===== src/rtl/spike_buf_pkg.sv =====
// -----------------------------------------------------------------------------
// spike_buf_pkg
// Shared types and constants for the input spike buffer:
//   - state_e      : control FSM states (RESET / RUN / SWAP)
//   - AER_AXON_LSB : bit position of the axon index inside an AER packet
//   - aer_axon_msb : top bit of the axon index for a given index width
// -----------------------------------------------------------------------------
package spike_buf_pkg;

  typedef enum logic [1:0] {
    ST_RESET = 2'd0,
    ST_RUN   = 2'd1,
    ST_SWAP  = 2'd2
  } state_e;

  // The axon index occupies the low bits of the packet; upper bits are ignored.
  localparam int AER_AXON_LSB = 0;

  function automatic int aer_axon_msb(input int axon_w);
    return AER_AXON_LSB + axon_w - 1;
  endfunction

endpackage


===== src/rtl/spike_bank.sv =====
// -----------------------------------------------------------------------------
// spike_bank
// One NUM_AXONS-bit spike bank: one bit per axon.
// Ports:
//   clk_i, rst_i     : clock, async active-high reset (clears every bit)
//   set_en_i         : set the bit at set_idx_i on the next edge
//   set_idx_i        : index to set; also drives set_hit_o
//   set_hit_o        : current value of the bit at set_idx_i (duplicate detect)
//   clr_i            : clear all bits on the next edge (a set in the same edge
//                      still lands, though the top never asserts both)
//   rd0_idx_i/rd0_o  : combinational read port 0
//   rd1_idx_i/rd1_o  : combinational read port 1
// Indices >= NUM_AXONS read as 0 and are never stored.
// -----------------------------------------------------------------------------
module spike_bank #(
  parameter int NUM_AXONS = 256,
  parameter int ADDR_W    = 8
) (
  input  logic              clk_i,
  input  logic              rst_i,
  input  logic              set_en_i,
  input  logic [ADDR_W-1:0] set_idx_i,
  output logic              set_hit_o,
  input  logic              clr_i,
  input  logic [ADDR_W-1:0] rd0_idx_i,
  output logic              rd0_o,
  input  logic [ADDR_W-1:0] rd1_idx_i,
  output logic              rd1_o
);

  // Full index space; bits above NUM_AXONS-1 are tied to 0 so that
  // out-of-range reads return 0 without a separate range compare.
  localparam int DEPTH = 1 << ADDR_W;

  logic [NUM_AXONS-1:0] bits_q, bits_d;
  logic [DEPTH-1:0]     bits_ext;
  logic [DEPTH-1:0]     set_mask_ext;

  always_comb begin
    // NOTE: every always_comb output gets a default first, so no path can
    // leave it unassigned and infer a latch.
    bits_ext     = DEPTH'(bits_q);
    set_mask_ext = DEPTH'(1) << set_idx_i;
    bits_d       = bits_q;
    if (clr_i)    bits_d = '0;
    if (set_en_i) bits_d = bits_d | NUM_AXONS'(set_mask_ext);
  end

  assign set_hit_o = bits_ext[set_idx_i];
  assign rd0_o     = bits_ext[rd0_idx_i];
  assign rd1_o     = bits_ext[rd1_idx_i];

  // NOTE: the bank is a flop vector, not a RAM macro, so resetting every bit
  // is legal and makes both banks start empty.
  always_ff @(posedge clk_i or posedge rst_i) begin
    // NOTE: sequential state uses non-blocking assignments so all flops
    // update together from pre-edge values.
    if (rst_i) bits_q <= '0;
    else       bits_q <= bits_d;
  end

endmodule


===== src/rtl/in_spike_buffer.sv =====
// -----------------------------------------------------------------------------
// in_spike_buffer
// Double-banked axon spike buffer. AER packets from the router set one bit per
// axon in the write bank during a timestep; tick_i swaps banks (one SWAP
// cycle) so the data path reads the last completed step through two
// registered read ports.
// Ports:
//   clk_i, rst_i            : clock, async active-high reset
//   aer_data_i/valid/ready  : AER packet input handshake (ready only in RUN)
//   tick_i                  : timestep-boundary pulse
//   rcl_axonAddr_i/_inSpike_o : recall read port (1-cycle latency)
//   lrn_axonAddr_i/_inSpike_o : learn read port (1-cycle latency)
//   spkCnt_o                : distinct spikes of the last completed step
//   dupSpk_o / addrErr_o    : sticky duplicate / bad-index flags
//   errClr_i                : clears both sticky flags (wins over a set)
// -----------------------------------------------------------------------------
module in_spike_buffer
  import spike_buf_pkg::*;
#(
  parameter int NUM_AXONS          = 256,
  parameter int AXON_CNT_BIT_WIDTH = 8,
  parameter int AER_BIT_WIDTH      = 32,
  parameter int SPK_CNT_BIT_WIDTH  = 9
) (
  input  logic                          clk_i,
  input  logic                          rst_i,
  input  logic [AER_BIT_WIDTH-1:0]      aer_data_i,
  input  logic                          aer_valid_i,
  output logic                          aer_ready_o,
  input  logic                          tick_i,
  input  logic [AXON_CNT_BIT_WIDTH-1:0] rcl_axonAddr_i,
  input  logic [AXON_CNT_BIT_WIDTH-1:0] lrn_axonAddr_i,
  output logic                          rcl_inSpike_o,
  output logic                          lrn_inSpike_o,
  output logic [SPK_CNT_BIT_WIDTH-1:0]  spkCnt_o,
  output logic                          dupSpk_o,
  output logic                          addrErr_o,
  input  logic                          errClr_i
);

  localparam int AXON_MSB = aer_axon_msb(AXON_CNT_BIT_WIDTH);

  state_e                         state_q, state_d;
  logic                           wr_sel_q, wr_sel_d;
  logic                           ready_q, ready_d;
  logic                           rcl_q, rcl_d;
  logic                           lrn_q, lrn_d;
  logic [SPK_CNT_BIT_WIDTH-1:0]   step_cnt_q, step_cnt_d;
  logic [SPK_CNT_BIT_WIDTH-1:0]   spk_cnt_q, spk_cnt_d;
  logic                           dup_q, dup_d;
  logic                           addr_err_q, addr_err_d;

  logic [AXON_CNT_BIT_WIDTH-1:0]  aer_idx;
  logic                           idx_in_range;
  logic                           accept, store, swap;
  logic                           wr_hit, new_spk, dup_evt, err_evt;
  logic                           b0_hit, b1_hit;
  logic                           b0_rcl, b1_rcl, b0_lrn, b1_lrn;

  assign aer_idx = aer_data_i[AXON_MSB:AER_AXON_LSB];

  generate
    if (AER_BIT_WIDTH > AXON_MSB + 1) begin : g_aer_upper
      logic aer_upper_unused;
      assign aer_upper_unused = ^aer_data_i[AER_BIT_WIDTH-1:AXON_MSB+1];
    end
  endgenerate

  assign idx_in_range = 32'(aer_idx) < NUM_AXONS;
  assign accept       = aer_valid_i & ready_q;
  assign store        = accept & idx_in_range;
  assign swap         = (state_q == ST_SWAP);

  // Duplicate detection looks at the bank currently being written.
  assign wr_hit  = wr_sel_q ? b1_hit : b0_hit;
  assign new_spk = store & ~wr_hit;
  assign dup_evt = store & wr_hit;
  assign err_evt = accept & ~idx_in_range;

  // The bank that becomes the write bank after the swap is the outgoing read
  // bank; it is cleared on the same edge that toggles wr_sel.
  spike_bank #(
    .NUM_AXONS (NUM_AXONS),
    .ADDR_W    (AXON_CNT_BIT_WIDTH)
  ) u_bank0 (
    .clk_i     (clk_i),
    .rst_i     (rst_i),
    .set_en_i  (store & ~wr_sel_q),
    .set_idx_i (aer_idx),
    .set_hit_o (b0_hit),
    .clr_i     (swap & wr_sel_q),
    .rd0_idx_i (rcl_axonAddr_i),
    .rd0_o     (b0_rcl),
    .rd1_idx_i (lrn_axonAddr_i),
    .rd1_o     (b0_lrn)
  );

  spike_bank #(
    .NUM_AXONS (NUM_AXONS),
    .ADDR_W    (AXON_CNT_BIT_WIDTH)
  ) u_bank1 (
    .clk_i     (clk_i),
    .rst_i     (rst_i),
    .set_en_i  (store & wr_sel_q),
    .set_idx_i (aer_idx),
    .set_hit_o (b1_hit),
    .clr_i     (swap & ~wr_sel_q),
    .rd0_idx_i (rcl_axonAddr_i),
    .rd0_o     (b1_rcl),
    .rd1_idx_i (lrn_axonAddr_i),
    .rd1_o     (b1_lrn)
  );

  always_comb begin
    state_d = state_q;
    unique case (state_q)
      ST_RESET: state_d = ST_RUN;
      ST_RUN:   if (tick_i) state_d = ST_SWAP;
      ST_SWAP:  state_d = ST_RUN;   // a tick seen here is dropped
      default:  state_d = ST_RESET;
    endcase

    // Ready is registered from the next state so it is glitch-free and
    // drops in exactly the SWAP cycle.
    ready_d  = (state_d == ST_RUN);
    wr_sel_d = swap ? ~wr_sel_q : wr_sel_q;

    // An accept on the tick cycle is counted before the SWAP cycle copies
    // the counter, so it belongs to the ending step.
    step_cnt_d = step_cnt_q;
    if (swap)
      step_cnt_d = '0;
    else if (new_spk && (step_cnt_q != '1))
      step_cnt_d = step_cnt_q + SPK_CNT_BIT_WIDTH'(1);

    spk_cnt_d = swap ? step_cnt_q : spk_cnt_q;

    dup_d      = errClr_i ? 1'b0 : (dup_q | dup_evt);
    addr_err_d = errClr_i ? 1'b0 : (addr_err_q | err_evt);

    // Read bank is the one not selected for writing; during SWAP wr_sel has
    // not toggled yet, so the ports still see the outgoing read bank.
    rcl_d = wr_sel_q ? b0_rcl : b1_rcl;
    lrn_d = wr_sel_q ? b0_lrn : b1_lrn;
  end

  always_ff @(posedge clk_i or posedge rst_i) begin
    if (rst_i) begin
      state_q    <= ST_RESET;
      wr_sel_q   <= 1'b0;
      ready_q    <= 1'b0;
      rcl_q      <= 1'b0;
      lrn_q      <= 1'b0;
      step_cnt_q <= '0;
      spk_cnt_q  <= '0;
      dup_q      <= 1'b0;
      addr_err_q <= 1'b0;
    end else begin
      state_q    <= state_d;
      wr_sel_q   <= wr_sel_d;
      ready_q    <= ready_d;
      rcl_q      <= rcl_d;
      lrn_q      <= lrn_d;
      step_cnt_q <= step_cnt_d;
      spk_cnt_q  <= spk_cnt_d;
      dup_q      <= dup_d;
      addr_err_q <= addr_err_d;
    end
  end

  assign aer_ready_o   = ready_q;
  assign rcl_inSpike_o = rcl_q;
  assign lrn_inSpike_o = lrn_q;
  assign spkCnt_o      = spk_cnt_q;
  assign dupSpk_o      = dup_q;
  assign addrErr_o     = addr_err_q;

endmodule

===== config.mk =====
export PLATFORM = sky130hd
export DESIGN_NAME = in_spike_buffer
export DESIGN_NICKNAME = d
export VERILOG_FILES = /design/src/rtl/spike_buf_pkg.sv /design/src/rtl/spike_bank.sv /design/src/rtl/in_spike_buffer.sv
export SDC_FILE = /design/constraint.sdc
export NUM_CORES = 2
export LEC_CHECK = 0
export ABC_CLOCK_PERIOD_IN_PS = 16300
export BUFFER_PORTS_ARGS = -buffer_cell sky130_fd_sc_hd__buf_4
export CAP_MARGIN = 20
export CORE_UTILIZATION = 40
export CTS_CLUSTER_SIZE = 16
export DETAILED_ROUTE_END_ITERATION = 8
export HOLD_SLACK_MARGIN = 0.08
export MAX_ROUTING_LAYER = met4
export PLACE_DENSITY = 0.6
export SLEW_MARGIN = 20
export SYNTH_ARGS = -nofsm -noshare
export SYNTH_HDL_FRONTEND = slang
export SYNTH_HIERARCHICAL = 1
export SYNTH_SLANG_ARGS = --single-unit

===== constraint.sdc =====
create_clock -name clk_i -period 16.3 [get_ports clk_i]
set_input_delay 2.445 -clock clk_i [delete_from_list [all_inputs] [get_ports clk_i]]
set_output_delay 2.445 -clock clk_i [all_outputs]
set_load 0.05 [all_outputs]

## Yosys cells after proc, flatten, opt, wreduce, memory -nomap -nowiden

Index checks and enable logic that the tools add are counted.

- $add $sub $neg: 1
- Multiplexer cells: 24
- Reduce and logical (&&, ||, !) cells: 4
- $lt $le $gt $ge: 3
- Equality and inequality tests: 4
- Shift operators: 1
- Bitwise logic cells: 12

Operators by type and width:

| kind | number |
|---|---|
| two-way mux 256 bit | 4 |
| OR 256 bit | 2 |
| << shifter 1 x 8 -> 256 bit (first input constant) | 1 |
| binary-select mux 1 bit (select 8 bit) | 6 |
| < comparator 8 x 9 -> 1 bit (second input constant) | 3 |
| two-way mux 9 bit | 2 |
| two-way mux 1 bit | 10 |
| adder 9 x 1 -> 9 bit (second input constant) | 1 |
| != test 9 bit (second input constant) | 1 |
| AND 1 bit | 7 |
| equality test 2 x 1 -> 1 bit (second input constant) | 2 |
| one-hot mux 2 bit (2 select lines) | 1 |
| equality test 2 bit (second input constant) | 1 |
| logical NOT 2 bit | 1 |
| two-way mux 2 bit | 1 |
| NOT 1 bit | 2 |
| nonzero test 2 bit | 1 |
| OR reduction 2 bit | 1 |
| logical AND 1 bit | 1 |
| OR 1 bit | 1 |

- Input port bits: 53
- Logic and storage cells: 59
- Flip-flop bits (word level): 537
- Output and inout port bits: 14

## Longest topological paths before layout

- Depth in word-level cells: 8
- Mapped depth: 13
- Gate-level depth less buffers: 9

## Hierarchy

The synthesis kept the hierarchy.

Modules (own cells, without submodules):

| module | times used | cells each | area an instance (µm²) |
|---|---|---|---|
| spike_bank | 2 | 1,486 | 16,153.0 |
| in_spike_buffer | 1 | 119 | 1,172.4 |

## Worst setup path before layout

No wires, ideal clock.

- Path kind: in2reg
- Start point: input aer_data_i[0]
- End point: register step_cnt_q[5]
- Data required time: 16.221 ns
- Path slack: 11.187 ns
- Path buffers: 3
- Data arrival time: 5.034 ns
- Cell stages on the path: 12
- Path through: buf_6 > buf_6 > mux4_2 > a22oi_1 > nand2_1 > mux4_2 > nor3_2 > nor4_1 > mux2_4 > buf_6 > nor4_1 > mux2i_1

- Longest elaborated chain between the ends: 7
- Elaborated cells between the ends (all ways): 9

RTL lines:

| element | line | RTL |
|---|---|---|
| start, declared | in_spike_buffer.sv:27 | `input logic [AER_BIT_WIDTH-1:0] aer_data_i,` |
| binary-select mux 1 bit (select 8 bit) | spike_bank.sv:49 | `assign set_hit_o = bits_ext[set_idx_i];` |
| two-way mux 1 bit (implied by the code) | spike_bank.sv:49 |  |
| named net b0_hit | in_spike_buffer.sv:57 | `logic b0_hit, b1_hit;` |
| two-way mux 1 bit | in_spike_buffer.sv:75 | `assign wr_hit = wr_sel_q ? b1_hit : b0_hit;` |
| NOT 1 bit | in_spike_buffer.sv:76 | `assign new_spk = store & ~wr_hit;` |
| AND 1 bit | in_spike_buffer.sv:76 |  |
| logical AND 1 bit | in_spike_buffer.sv:133 | `else if (new_spk && (step_cnt_q != '1))` |
| nonzero test 2 bit (no source line) | -- |  |
| end signal, assigned | in_spike_buffer.sv:164 | `step_cnt_q <= step_cnt_d;` |
| end, declared | in_spike_buffer.sv:48 | `logic [SPK_CNT_BIT_WIDTH-1:0] step_cnt_q, step_cnt_d;` |

The timed path passes the listed nets, and every way through them passes these cells. The select of a mux whose other input is x is not followed.
A chain may end at the register's enable or synchronous reset.

## Worst setup path after layout

- Start point: input rcl_axonAddr_i[0]
- End point: register rcl_q, in the netlist rcl_inSpike_o

- Longest elaborated chain between the ends: 3
- Elaborated cells between the ends (all ways): 5

RTL lines:

| element | line | RTL |
|---|---|---|
| start, declared | in_spike_buffer.sv:31 | `input logic [AXON_CNT_BIT_WIDTH-1:0] rcl_axonAddr_i,` |
| binary-select mux 1 bit (select 8 bit) | spike_bank.sv:50 | `assign rd0_o = bits_ext[rd0_idx_i];` |
| two-way mux 1 bit (implied by the code) | spike_bank.sv:50 |  |
| named net b0_rcl | in_spike_buffer.sv:58 | `logic b0_rcl, b1_rcl, b0_lrn, b1_lrn;` |
| two-way mux 1 bit | in_spike_buffer.sv:143 | `rcl_d = wr_sel_q ? b0_rcl : b1_rcl;` |
| named net rcl_d | in_spike_buffer.sv:46 | `logic rcl_q, rcl_d;` |
| end signal, assigned | in_spike_buffer.sv:162 | `rcl_q <= rcl_d;` |
| end, declared | in_spike_buffer.sv:46 |  |

The timed path passes the listed nets, and every way through them passes these cells. The select of a mux whose other input is x is not followed.

==> metrics.yaml <==
sta:
  tightestPinTransition_ns: 1.21
  tns_ns: 0
  setup_viol: 0
  hold_violations: 0
  finalCriticalPeriod_ns: 6.48
  post-route-period-util_pct: 39.8
  slew_viol_final: 0
  slew-limit-headroom_pct: 19.4
  rsz0062_at_grt: "no"
  max_freq_ghz: 0.154
  clock_skew_ns: 0.0204
  hold_ws_ns: 0.473
place:
  place_congestion: 0.893
  io_buffers: 41
  placed_cells: 3984
  dp_hpwl_microns: 68400
cells_and_area:
  final_cell_mix: "598 x o22ai_1, 537 x dfrtp_1, 535 x inv_1"
  syn_to_final_growth_pct: 8.23
  layout-drive-gt1-share_pct: 17.1
  layout.nets: 3032
  finalNonFillerCells: 4098
  final_common_cell: "o22ai_1"
synthesis:
  synth-compound-area-share_pct: 15.7
  async_reset_ff_share_pct: 100
  ys.flop_type: "dfrtp_1"
  synth_area_per_cell_sq_um: 10.8
  synth-simple-area-share_pct: 6.60
  synth-edff-count: 0
  synthMuxAreaShare_pct: 27.1
  syn-num-nets: 3146
  synth_seq_cells: 537
  synth.yosys.seq_area_share_pct: 40.1
  synthAdderAreaFrac_pct: 0.0747
  ys_types: 63
  synthCells: 3091
  synth_area_sq_um: 33500
  synth_xor_area_share_pct: 0.0262
  yosysWarnings: 6
  synth_top_family_by_area: "multiplexers"
flow_run:
  maxCapViolations: 0
critical_path:
  crit_family: "buffers and inverters"
  crit_top_cell: "buf_4"
  cp_num_buf_inv: 3
  crit_chain: "clkbuf_8 -> buf_4 -> buf_4 -> mux4_2 -> a22o_1 -> nor4_1 -> a2111oi_0 -> o31ai_1 -> o41ai_1 -> mux2_2"
  critPathMaxStageDelay_ns: 0.77
  crit_required_ns: 16.81
  end_kind: "register"
  cp_slowest_cell: "buf_4"
  critPathLaunchType: "input port"
  critPathMaxFanout: 53
  worstPathArrival_ns: 6.99
  critPathKind: "in2reg"
grt:
  grt-ovfl-total: 0
  grt_pass1_wl_microns: 172000
  grt_max_degree: 213
  antenna_found_initial: 0
  grt_pass1_vias: 26400
  grt_use_total_pct: 27.2
floorplan:
  core_sq_um: 82500
  start_util_pct: 40.6
  chipHeight_microns: 291
  io_pins: 67
  num_rows: 105
  dieArea_sq_um: 84900
  die_x_microns: 291
cts:
  cts.sinks: 537
  clockRootBuffer: "clkbuf_16"
  htree_levels: 2
  post_cts_resized: 0
  clk_pin_slew_ns: 0.06
  cts_buffers: 60
  insertion_delay_ns: 0.64
  ctsHoldBuffers: 0
  cts_tree: "done"
  post_cts_buffers: 0
  clk_path_buf_depth: 3
pwr:
  pwr_density_cell_nw_per_um2: 165
  finalPower_mw: 5.98
  leakagePower_nw: 14.9
  peakVddDrop_v: 0.0000952
routing:
  wl_per_cell_microns: 27.4
  viasPerCell: 6.47
  finalWirelength_microns: 112000
  dr.pass1.iters: 6
  routed-via-count: 26500
  ant_nets: 0
  drt_iter0_markers: 3538
  drc: 0
hold_path:
  hold_class: "reg2reg"
status:
  status: "complete, no violations"
==> final timing paths <==
check	from	to	slack [ns]	cells past startpoint
min reg2reg	spkCnt_o[6]$_DFFE_PP0N_	spkCnt_o[6]$_DFFE_PP0N_	0.47	2
max in group asynchronous	rst_i	u_bank1/bits_ext[216]$_DFF_PP0_	11.88	4
max	rcl_axonAddr_i[0]	rcl_inSpike_o$_DFF_PP0_	9.82	10
max reg2reg	u_bank1/bits_ext[235]$_DFF_PP0_	step_cnt_q[6]$_DFFE_PP0P_	12.65	10
min in group asynchronous	rst_i	step_cnt_q[3]$_DFFE_PP0P_	1.97	2
min	spkCnt_o[6]$_DFFE_PP0N_	spkCnt_o[6]$_DFFE_PP0N_	0.47	2
==> Yosys cell counts (all sizes together), types with 26 or more instances <==
cell | number | area, sq um
dfrtp | 537 | 13400
nor4 | 26 | 181
a22oi | 40 | 310
nand2 | 165 | 619
nor2 | 62 | 233
inv | 538 | 2020
mux2i | 193 | 1930
nand3 | 29 | 145
buf | 121 | 948
mux4 | 280 | 6420
mux2 | 65 | 736
clkbuf | 128 | 483
o22ai | 598 | 3740
==> routing by layer <==
layer | wire [microns] | track usage (%)
met1 | 47600 | 37.9
met2 | 49400 | 39.0
met5 | 0 | -
met3 | 11200 | 6.06
met4 | 3990 | 9.34
==> power breakdown <==
group	internal [mW]	total [mW]	switching, mW	leakage (nW)
Clock	0.927	1.51	0.584	1.06
Sequential	1.92	2.52	0.593	7.10
Combinational	1.07	1.96	0.892	6.71
==> flip-flops by register name, summed over array words and instances (netlist names) <==
| register | cells |
|---|---|
| u_bank0/bits_ext | 256 |
| step_cnt_q | 9 |
| lrn_inSpike_o | 1 |
| rcl_inSpike_o | 1 |
| spkCnt_o | 9 |
| wr_sel_q | 1 |
| state_q | 2 |
| dupSpk_o | 1 |
| u_bank1/bits_ext | 256 |
| aer_ready_o | 1 |
==> worst reg2reg max path, delay by kind of cell, from the launching register on <==
family                 cells  cell delay (ns)
AOI/OAI and AO/OA          3             0.85
and+or+nand+nor            3             0.82
DFF                        1             0.41
buffers and inverters      1             0.20
muxes                      3             1.31
==> logic make-up after synthesis <==
logic type / after synthesis
other: 1
xor gates and xnor gates: 1
and+or+nand+nor: 431
DFF: 537
adders and majority gates: 2
muxes: 538
AOI/OAI and AO/OA: 794
buffers and inverters: 787
==> metrics by stage <==
| step | setup WS [ns] | utilization (%) | instance area [sq um] |
|---|---|---|---|
| finish | 9.82 | 43.9 | 36200 |
| global route | 9.61 | 43.9 | 36200 |
| CTS | 9.88 | 43.9 | 36200 |
| detailed placement | 9.21 | 41.2 | 34000 |
| global placement | 9.21 | 41.2 | 34000 |
| floorplan | 6.81 | - | 33500 |
==> final cells by class <==
type,instances,area [sq um]
multi-input cells,1767,16600
clock inverters,22,412
flip-flops and latches,537,13400
inverters,538,2030
repair buffers,73,608
clock buffers,89,1780
well taps,1070,1340
fillers,7762,46300
diodes,2,5.00
Note: power is estimated with default switching activity, not from simulation.
